**src/rtl/alu_multicycle.sv**
```systemverilog
// ---------------------------------------------------------------------------
// alu_multicycle
//   Small ALU with single-cycle add/sub/and/or and a radix-2 shift-add
//   multiplier that retires one partial product per cycle (DATA_W steps).
//
// Ports
//   clk_i        rising-edge clock
//   rst_i        synchronous, active-high reset
//   start_i      operation request, only looked at while busy_o=0
//   ALUCtrl_i    010 add, 110 sub, 000 and, 001 or, 011 mul, others -> 0
//   data1_i      operand A
//   data2_i      operand B
//   data_o       registered result, holds the last completed value
//   zero_o       registered flag, 1 when data_o is all zeros
//   busy_o       1 while a multiply is iterating
//   done_o       1 in the cycle data_o/zero_o first show a new result
//   dbg_state_o  current FSM state (IDLE=0, MUL=1, DONE=2)
//
// Handshake: a request is taken on a rising edge where start_i=1 and the FSM
// is in IDLE or DONE; operands and opcode are captured on that edge. There is
// no backpressure and no queuing: a request seen while busy_o=1 is dropped.
// ---------------------------------------------------------------------------
module alu_multicycle #(
    parameter int DATA_W = 32
) (
    input  logic              clk_i,
    input  logic              rst_i,
    input  logic              start_i,
    input  logic [2:0]        ALUCtrl_i,
    input  logic [DATA_W-1:0] data1_i,
    input  logic [DATA_W-1:0] data2_i,
    output logic [DATA_W-1:0] data_o,
    output logic              zero_o,
    output logic              busy_o,
    output logic              done_o,
    output logic [1:0]        dbg_state_o
);

    localparam int CNT_W = (DATA_W > 1) ? $clog2(DATA_W) : 1;
    localparam logic [CNT_W-1:0] LAST_STEP = CNT_W'(DATA_W - 1);

    localparam logic [1:0] IDLE = 2'd0;
    localparam logic [1:0] MUL  = 2'd1;
    localparam logic [1:0] DONE = 2'd2;

    localparam logic [2:0] OP_AND = 3'b000;
    localparam logic [2:0] OP_OR  = 3'b001;
    localparam logic [2:0] OP_ADD = 3'b010;
    localparam logic [2:0] OP_MUL = 3'b011;
    localparam logic [2:0] OP_SUB = 3'b110;

    logic [1:0]        state_q,  state_d;
    logic [CNT_W-1:0]  cnt_q,    cnt_d;
    logic [DATA_W-1:0] acc_q,    acc_d;     // running partial product
    logic [DATA_W-1:0] mcand_q,  mcand_d;   // A, shifted left each step
    logic [DATA_W-1:0] mplier_q, mplier_d;  // B, shifted right each step
    logic [DATA_W-1:0] data_q,   data_d;
    logic              zero_q,   zero_d;

    logic              accept;
    logic [DATA_W-1:0] single_res;
    logic [DATA_W-1:0] acc_step;

    assign accept = start_i && ((state_q == IDLE) || (state_q == DONE));

    always_comb begin
        single_res = '0;
        case (ALUCtrl_i)
            OP_ADD:  single_res = data1_i + data2_i;
            OP_SUB:  single_res = data1_i - data2_i;
            OP_AND:  single_res = data1_i & data2_i;
            OP_OR:   single_res = data1_i | data2_i;
            default: single_res = '0;
        endcase
    end

    // Low DATA_W bits only: bits shifted out of mcand can never reach them.
    assign acc_step = acc_q + (mplier_q[0] ? mcand_q : '0);

    always_comb begin
        state_d  = state_q;
        cnt_d    = cnt_q;
        acc_d    = acc_q;
        mcand_d  = mcand_q;
        mplier_d = mplier_q;
        data_d   = data_q;
        zero_d   = zero_q;
        case (state_q)
            MUL: begin
                acc_d    = acc_step;
                mcand_d  = mcand_q << 1;
                mplier_d = mplier_q >> 1;
                cnt_d    = cnt_q + 1'b1;
                if (cnt_q == LAST_STEP) begin
                    data_d  = acc_step;
                    zero_d  = (acc_step == '0);
                    state_d = DONE;
                end
            end
            default: begin // IDLE, DONE
                if (accept) begin
                    cnt_d = '0;
                    if (ALUCtrl_i == OP_MUL) begin
                        acc_d    = '0;
                        mcand_d  = data1_i;
                        mplier_d = data2_i;
                        state_d  = MUL;
                    end else begin
                        data_d  = single_res;
                        zero_d  = (single_res == '0);
                        state_d = DONE;
                    end
                end else begin
                    state_d = IDLE;
                end
            end
        endcase
    end

    always_ff @(posedge clk_i) begin
        if (rst_i) begin
            state_q  <= IDLE;
            cnt_q    <= '0;
            acc_q    <= '0;
            mcand_q  <= '0;
            mplier_q <= '0;
            data_q   <= '0;
            zero_q   <= 1'b1;
        end else begin
            state_q  <= state_d;
            cnt_q    <= cnt_d;
            acc_q    <= acc_d;
            mcand_q  <= mcand_d;
            mplier_q <= mplier_d;
            data_q   <= data_d;
            zero_q   <= zero_d;
        end
    end

    assign data_o      = data_q;
    assign zero_o      = zero_q;
    assign busy_o      = (state_q == MUL);
    assign done_o      = (state_q == DONE);
    assign dbg_state_o = state_q;

endmodule

```
**config.mk**
```make
export PLATFORM = sky130hd
export DESIGN_NAME = alu_multicycle
export DESIGN_NICKNAME = d
export VERILOG_FILES = /design/src/rtl/alu_multicycle.sv
export SDC_FILE = /design/constraint.sdc
export NUM_CORES = 1
export LEC_CHECK = 0
export BUFFER_PORTS_ARGS = -buffer_cell sky130_fd_sc_hd__buf_2
export CORE_ASPECT_RATIO = 1.2
export CORE_MARGIN = 3
export CORE_UTILIZATION = 55
export DETAILED_ROUTE_END_ITERATION = 16
export PLACE_DENSITY_LB_ADDON = 0.1
export SETUP_SLACK_MARGIN = 0.1
export SLEW_MARGIN = 25
export SYNTH_ARGS = -nofsm -noshare
export SYNTH_HDL_FRONTEND = slang
export SYNTH_SLANG_ARGS = --single-unit
```
**constraint.sdc**
```tcl
create_clock -name clk_i -period 6.9 [get_ports clk_i]
set_clock_uncertainty 0.2 [all_clocks]
set_input_delay 0.345 -clock clk_i [delete_from_list [all_inputs] [get_ports clk_i]]
set_output_delay 0.345 -clock clk_i [all_outputs]
set_load 0.02 [all_outputs]
```
Word-level counts from Yosys, hierarchy flattened. Index checks and enable logic that the tools add are counted.

Add/subtract/negate cells: 4. Eq/ne operators: 9. Muxes and demuxes: 25. Bitwise logic cells: 2. Reductions and logical operators: 12.

Operators with widths (count): $mux W32 (11); $pmux W32 S4 (1); $mux W31 (3); $add A32 B32 Y32 (2); $logic_not A32 Y1 (2); $and A32 B32 Y32 (1); $or A32 B32 Y32 (1); $sub A32 B32 Y32 (1); $mux W5 (2); $mux W2 (4); $eq A3 B2 Y1 const B (2); $add A5 B1 Y5 const B (1); $eq A5 B5 Y1 const B (1); $mux W1 (4); $reduce_and A2 Y1 (2); $reduce_bool A2 Y1 (2); $eq A3 B1 Y1 const B (1); $eq A3 B3 Y1 const B (1); $logic_not A3 Y1 (1); $reduce_and A3 Y1 (1); $eq A2 B1 Y1 const B (1); $eq A2 B2 Y1 const B (1); $logic_not A2 Y1 (1); $ne A2 B1 Y1 const B (1); other kinds (4) (4).

Flip-flop bits (word level): 136. Logic and storage cells: 61.

Longest topological paths before layout.
Depth after elaboration: 6. Gate-level depth with buffers: 22. Depth with buffers taken out: 21.

Least setup slack after synthesis. Ideal clock, no wire load.

Kind: input port to flip-flop. Start: input ALUCtrl_i[0]. End: register zero_q, in the netlist zero_o. Arrival time: 4.414 ns. Data required time: 6.577 ns. Path slack: 2.163 ns. Stages: 21. Path buffers: 5. Cell sequence: clkbuf_1 nor2b_1 clkbuf_1 clkbuf_1 buf_1 and2_1 clkbuf_1 nor2_1 xnor2_1 ha_1 and3_1 nor2_1 a21o_1 a2111oi_2 nor2_1 or4_1 nand3_1 nor4_1 and4_1 nand3_1 nand3_1.

Cells in the longest elaborated chain, start to end: 6. Elaborated cells between the ends (all ways): 12.

Ends and longest elaborated chain: start, declared (RTL line 29) `input logic [2:0] ALUCtrl_i,`; $eq A3 B1 Y1 (tied with other cells) (RTL line 68) `case (ALUCtrl_i)`; $pmux W32 S4 (RTL line 68); $logic_not A32 Y1 (RTL line 110) `zero_d = (single_res == '0);`; $mux W1 (RTL line 103) `if (ALUCtrl_i == OP_MUL) begin`; $mux W1 (RTL line 101) `if (accept) begin`; $mux W1 (RTL line 88) `case (state_q)`; end signal, assigned (RTL line 136) `zero_q <= zero_d;`; end, declared (RTL line 58) `logic zero_q, zero_d;`.

Several ways; a longest one is shown, not always the timed one. The select of a mux whose other input is x is not followed. A chain may end at the register's enable or synchronous reset.

Final worst setup path.
Start: input data2_i[5]. End: register zero_q, in the netlist zero_o.

Cells in the longest elaborated chain, start to end: 6. Elaborated cells between the ends (all ways): 9.

Ends and longest elaborated chain: start, declared (RTL line 31) `input logic [DATA_W-1:0] data2_i,`; $sub A32 B32 Y32 (tied with other cells) (RTL line 70) `OP_SUB: single_res = data1_i - data2_i;`; $pmux W32 S4 (*) (RTL line 68); $logic_not A32 Y1 (*) (RTL line 110); $mux W1 (*) (RTL line 103); $mux W1 (*) (RTL line 101); $mux W1 (*) (RTL line 88).

Mark *: on every way between the ends. The rest lies on a longest branch, timed or not. The select of a mux whose other input is x is not followed.

==> metrics.yaml <==
clkSinkCount: 136
ys_ff_latch: 136
rr_worst_depth: 13
design_area_sq_mm: 0.0116
period_minus_slack_ps: 4940
drive_gt1_frac: 0.116
hold_depth: 3
synthArstFlopShare: 0
hp-class: "primary input to flip-flop"
place_ws_ps: 1520
syn-num-nets: 1564
ys_seq_area_frac: 0.261
antenna_found_initial: 1
synth_fa_ha_area_frac: 0.109
highest_layer: "met4"
grt_max_degree: 92
wire_per_inst_um: 18.3
synth_area_per_cell_sq_um: 7.33
finalNonFillerCells: 1739
cts_hold_buffers: 0
dp_cells: 1706
slew_headroom: 0.302
cts_resized: 0
place_hpwl_mm: 23.3
synth_cell_types: 78
die_w_um: 132
cts.path.max_buffers: 2
drv_slew: 0
grt_pass1_vias: 9794
dieArea_sq_mm: 0.0207
wl_met2_mm: 14.9
fmax_mhz: 203
grt_use_total: 0.300
clk_latency_ps: 430
hold_viol_final: 0
netlist_instances: 1425
muxShareOfSynthArea: 0.00575
place_congestion: 0.958
vias_per_cell: 6.22
fin_ws_ps: 1960
synth_compound_area_frac: 0.268
endpoint_kind: "flip-flop"
synth-simple-area-share: 0.256
syn_area_sq_mm: 0.0105
die_h_um: 157
cp_max_fo: 7
crit_type: "primary input to flip-flop"
grt_overflow: 0
coreArea_sq_mm: 0.0184
io_buffers: 106
postCtsSetupBuffers: 0
cts_tree: "built"
place_area_sq_mm: 0.0111
cp_slowest_stage_delay_ps: 440
synth_xor_area_frac: 0.0627
htreeDepth: 4
drc_errors: 0
crit_arrival_ps: 5100
start_util: 0.567
numCtsBuffers: 17
first_pass_iters: 6
path_clk_slew_ps: 60
crit_slowest_cell: "a311oi_1"
irDropWorstVdd_mv: 0.160
first_iter_violations: 1043
met1_length_mm: 14.8
status: "finished, final reports clean"
path_cells: "buf_2 -> or3_1 -> or2_1 -> or3_1 -> or2_1 -> or3_1 -> nand2_1 -> xor2_1 -> ha_1 -> a21oi_1 -> o21ai_0 -> a21oi_1 -> a2111oi_0 -> a311oi_1 -> o2111ai_1 -> nor4_1 -> and4_1 -> nand3_1 -> nand3_1"
finalSetupTns_ps: 0
vias: 10800
cts_root_buf: "clkbuf_16"
grt_pass1_wl_mm: 51.2
rsz0062_at_grt: "false"
tightest_slew_ps: 1050
yosys_warnings: 0
cp.required_ps: 7060
crit_path_start_kind: "primary input"
rows: 54
final_antenna_net_count: 0
leakage_nw: 4.77
nFillCells: 1751
p_per_area_mw_per_mm2: 193
drv_cap: 0
synth-edff-count: 0
pin_count: 107
wl_met3_mm: 1.83
wirelength_mm: 31.8
fin_crit_sh: 0.715
synth_top_family_by_area: "compound AO/OA/AOI/OAI gates"
p_total_mw: 2.25
fin_nets: 1612
finalSetupViolCount: 0
syn2layout_area_growth_pct: 11.5
path_common_cell: "or3_1"
ys.flop_type: "dfxtp_1"
[layout by cell type, fill, tap and decap left out, drive strengths merged, types with 5 or more instances in the layout]
cell     instances
nand2          224
a21oi          166
nor2           139
dfxtp          136
buf            116
ha              67
o21ai           64
nand3           44
and2            42
a22oi           42
xnor2           40
a311oi          38
xor2            34
nor3            29
maj3            26
inv             24
a21o            21
clkbuf          20
and3            18
nor4            14
a211oi          13
nand2b          13
o21a            12
or3             11
o31ai           10
nand4            8
a31oi            8
o2111ai          6
o211ai           6
mux2i            6
nor2b            6
and4             5
or4              5
or2              5
[cells by family (layout without fill, tap and decap cells)]
| kind of cell | Yosys count | count (layout) |
|---|---|---|
| XOR/XNOR | 74 | 74 |
| AND/OR/NAND/NOR | 574 | 574 |
| other | 0 | 1 |
| buffers and inverters | 106 | 167 |
| multiplexers | 6 | 6 |
| adder cells (fa/ha/maj) | 95 | 95 |
| flip-flops | 136 | 136 |
| AO/OA/AOI/OAI | 434 | 434 |
[power breakdown]
part / total, mW / leakage [nW] / switching (mW) / internal, mW
logic: 0.526 / 3.39 / 0.337 / 0.189
clock network: 0.893 / 0.270 / 0.382 / 0.511
registers: 0.829 / 1.10 / 0.0167 / 0.812
[worst max-delay path, delay by kind of cell]
kind	cells	cell delay, ps
compound gates	6	1600
xor+xnor	1	190
simple gates	10	2470
buf+inv	1	130
fa+ha+maj	1	330
[cell usage after synthesis, types with 10 or more instances]
cell type,number,area (sq um)
ha_1,67,838
o31ai_1,10,75.1
xor2_1,34,298
inv_1,17,63.8
nand2_1,224,841
nor2_1,138,518
clkbuf_1,77,289
nand2b_1,12,75.1
a211oi_1,12,90.1
a311oi_1,38,333
a22oi_1,42,315
or3_1,10,62.6
and2_1,42,263
maj3_1,26,260
o21ai_0,64,320
nor4_1,14,87.6
and3_1,18,113
buf_1,10,37.5
dfxtp_1,136,2720
a21o_1,21,158
a21oi_1,165,826
o21a_1,12,90.1
nor3_1,29,145
nand3_1,43,215
xnor2_1,39,342
[final timing paths]
| path | slack, ps | to | start |
|---|---|---|---|
| worst max register to register | 2160 | zero_o$_SDFFE_PP1P_ | mplier_q[0]$_SDFFE_PP0P_ |
| worst min-delay path | 20 | mplier_q[14]$_SDFFE_PP0P_ | data2_i[14] |
| worst max-delay path | 1960 | zero_o$_SDFFE_PP1P_ | data2_i[5] |
| worst min register to register | 250 | data_o[18]$_SDFFE_PP0P_ | data_o[18]$_SDFFE_PP0P_ |
[sequential cells by signal (all words and copies together), names as in the netlist]
register	count
acc_q	32
data_o	32
mcand_q	32
mplier_q	32
cnt_q	5
dbg_state_o	2
zero_o	1
[per-layer routing]
metal | GRT usage | vias up
met4 | 0.0710 | 0
li1 | - | 5273
met3 | 0.0348 | 31
met2 | 0.489 | 381
met5 | 0 | -
met1 | 0.429 | 5127
[per-stage QoR]
stage	utilization	hold WS, ps
after global placement	0.601	235
after detailed placement	0.601	242
final	0.632	20.1
after global routing	0.632	34.8
after floorplan	-	237
after CTS	0.631	4.48
[cell type report]
cell class,count,area (sq um),area share
Antenna cell,1,2.50,0.000215
Clock buffer,20,447,0.0383
Clock inverter,12,118,0.0101
Inverter,19,71.3,0.00612
Multi-Input combinational cell,1183,7370,0.632
Sequential cell,136,2720,0.234
Tap cell,252,315,0.0271
Timing Repair Buffer,116,608,0.0522
Note: power is estimated with default switching activity, not from simulation.
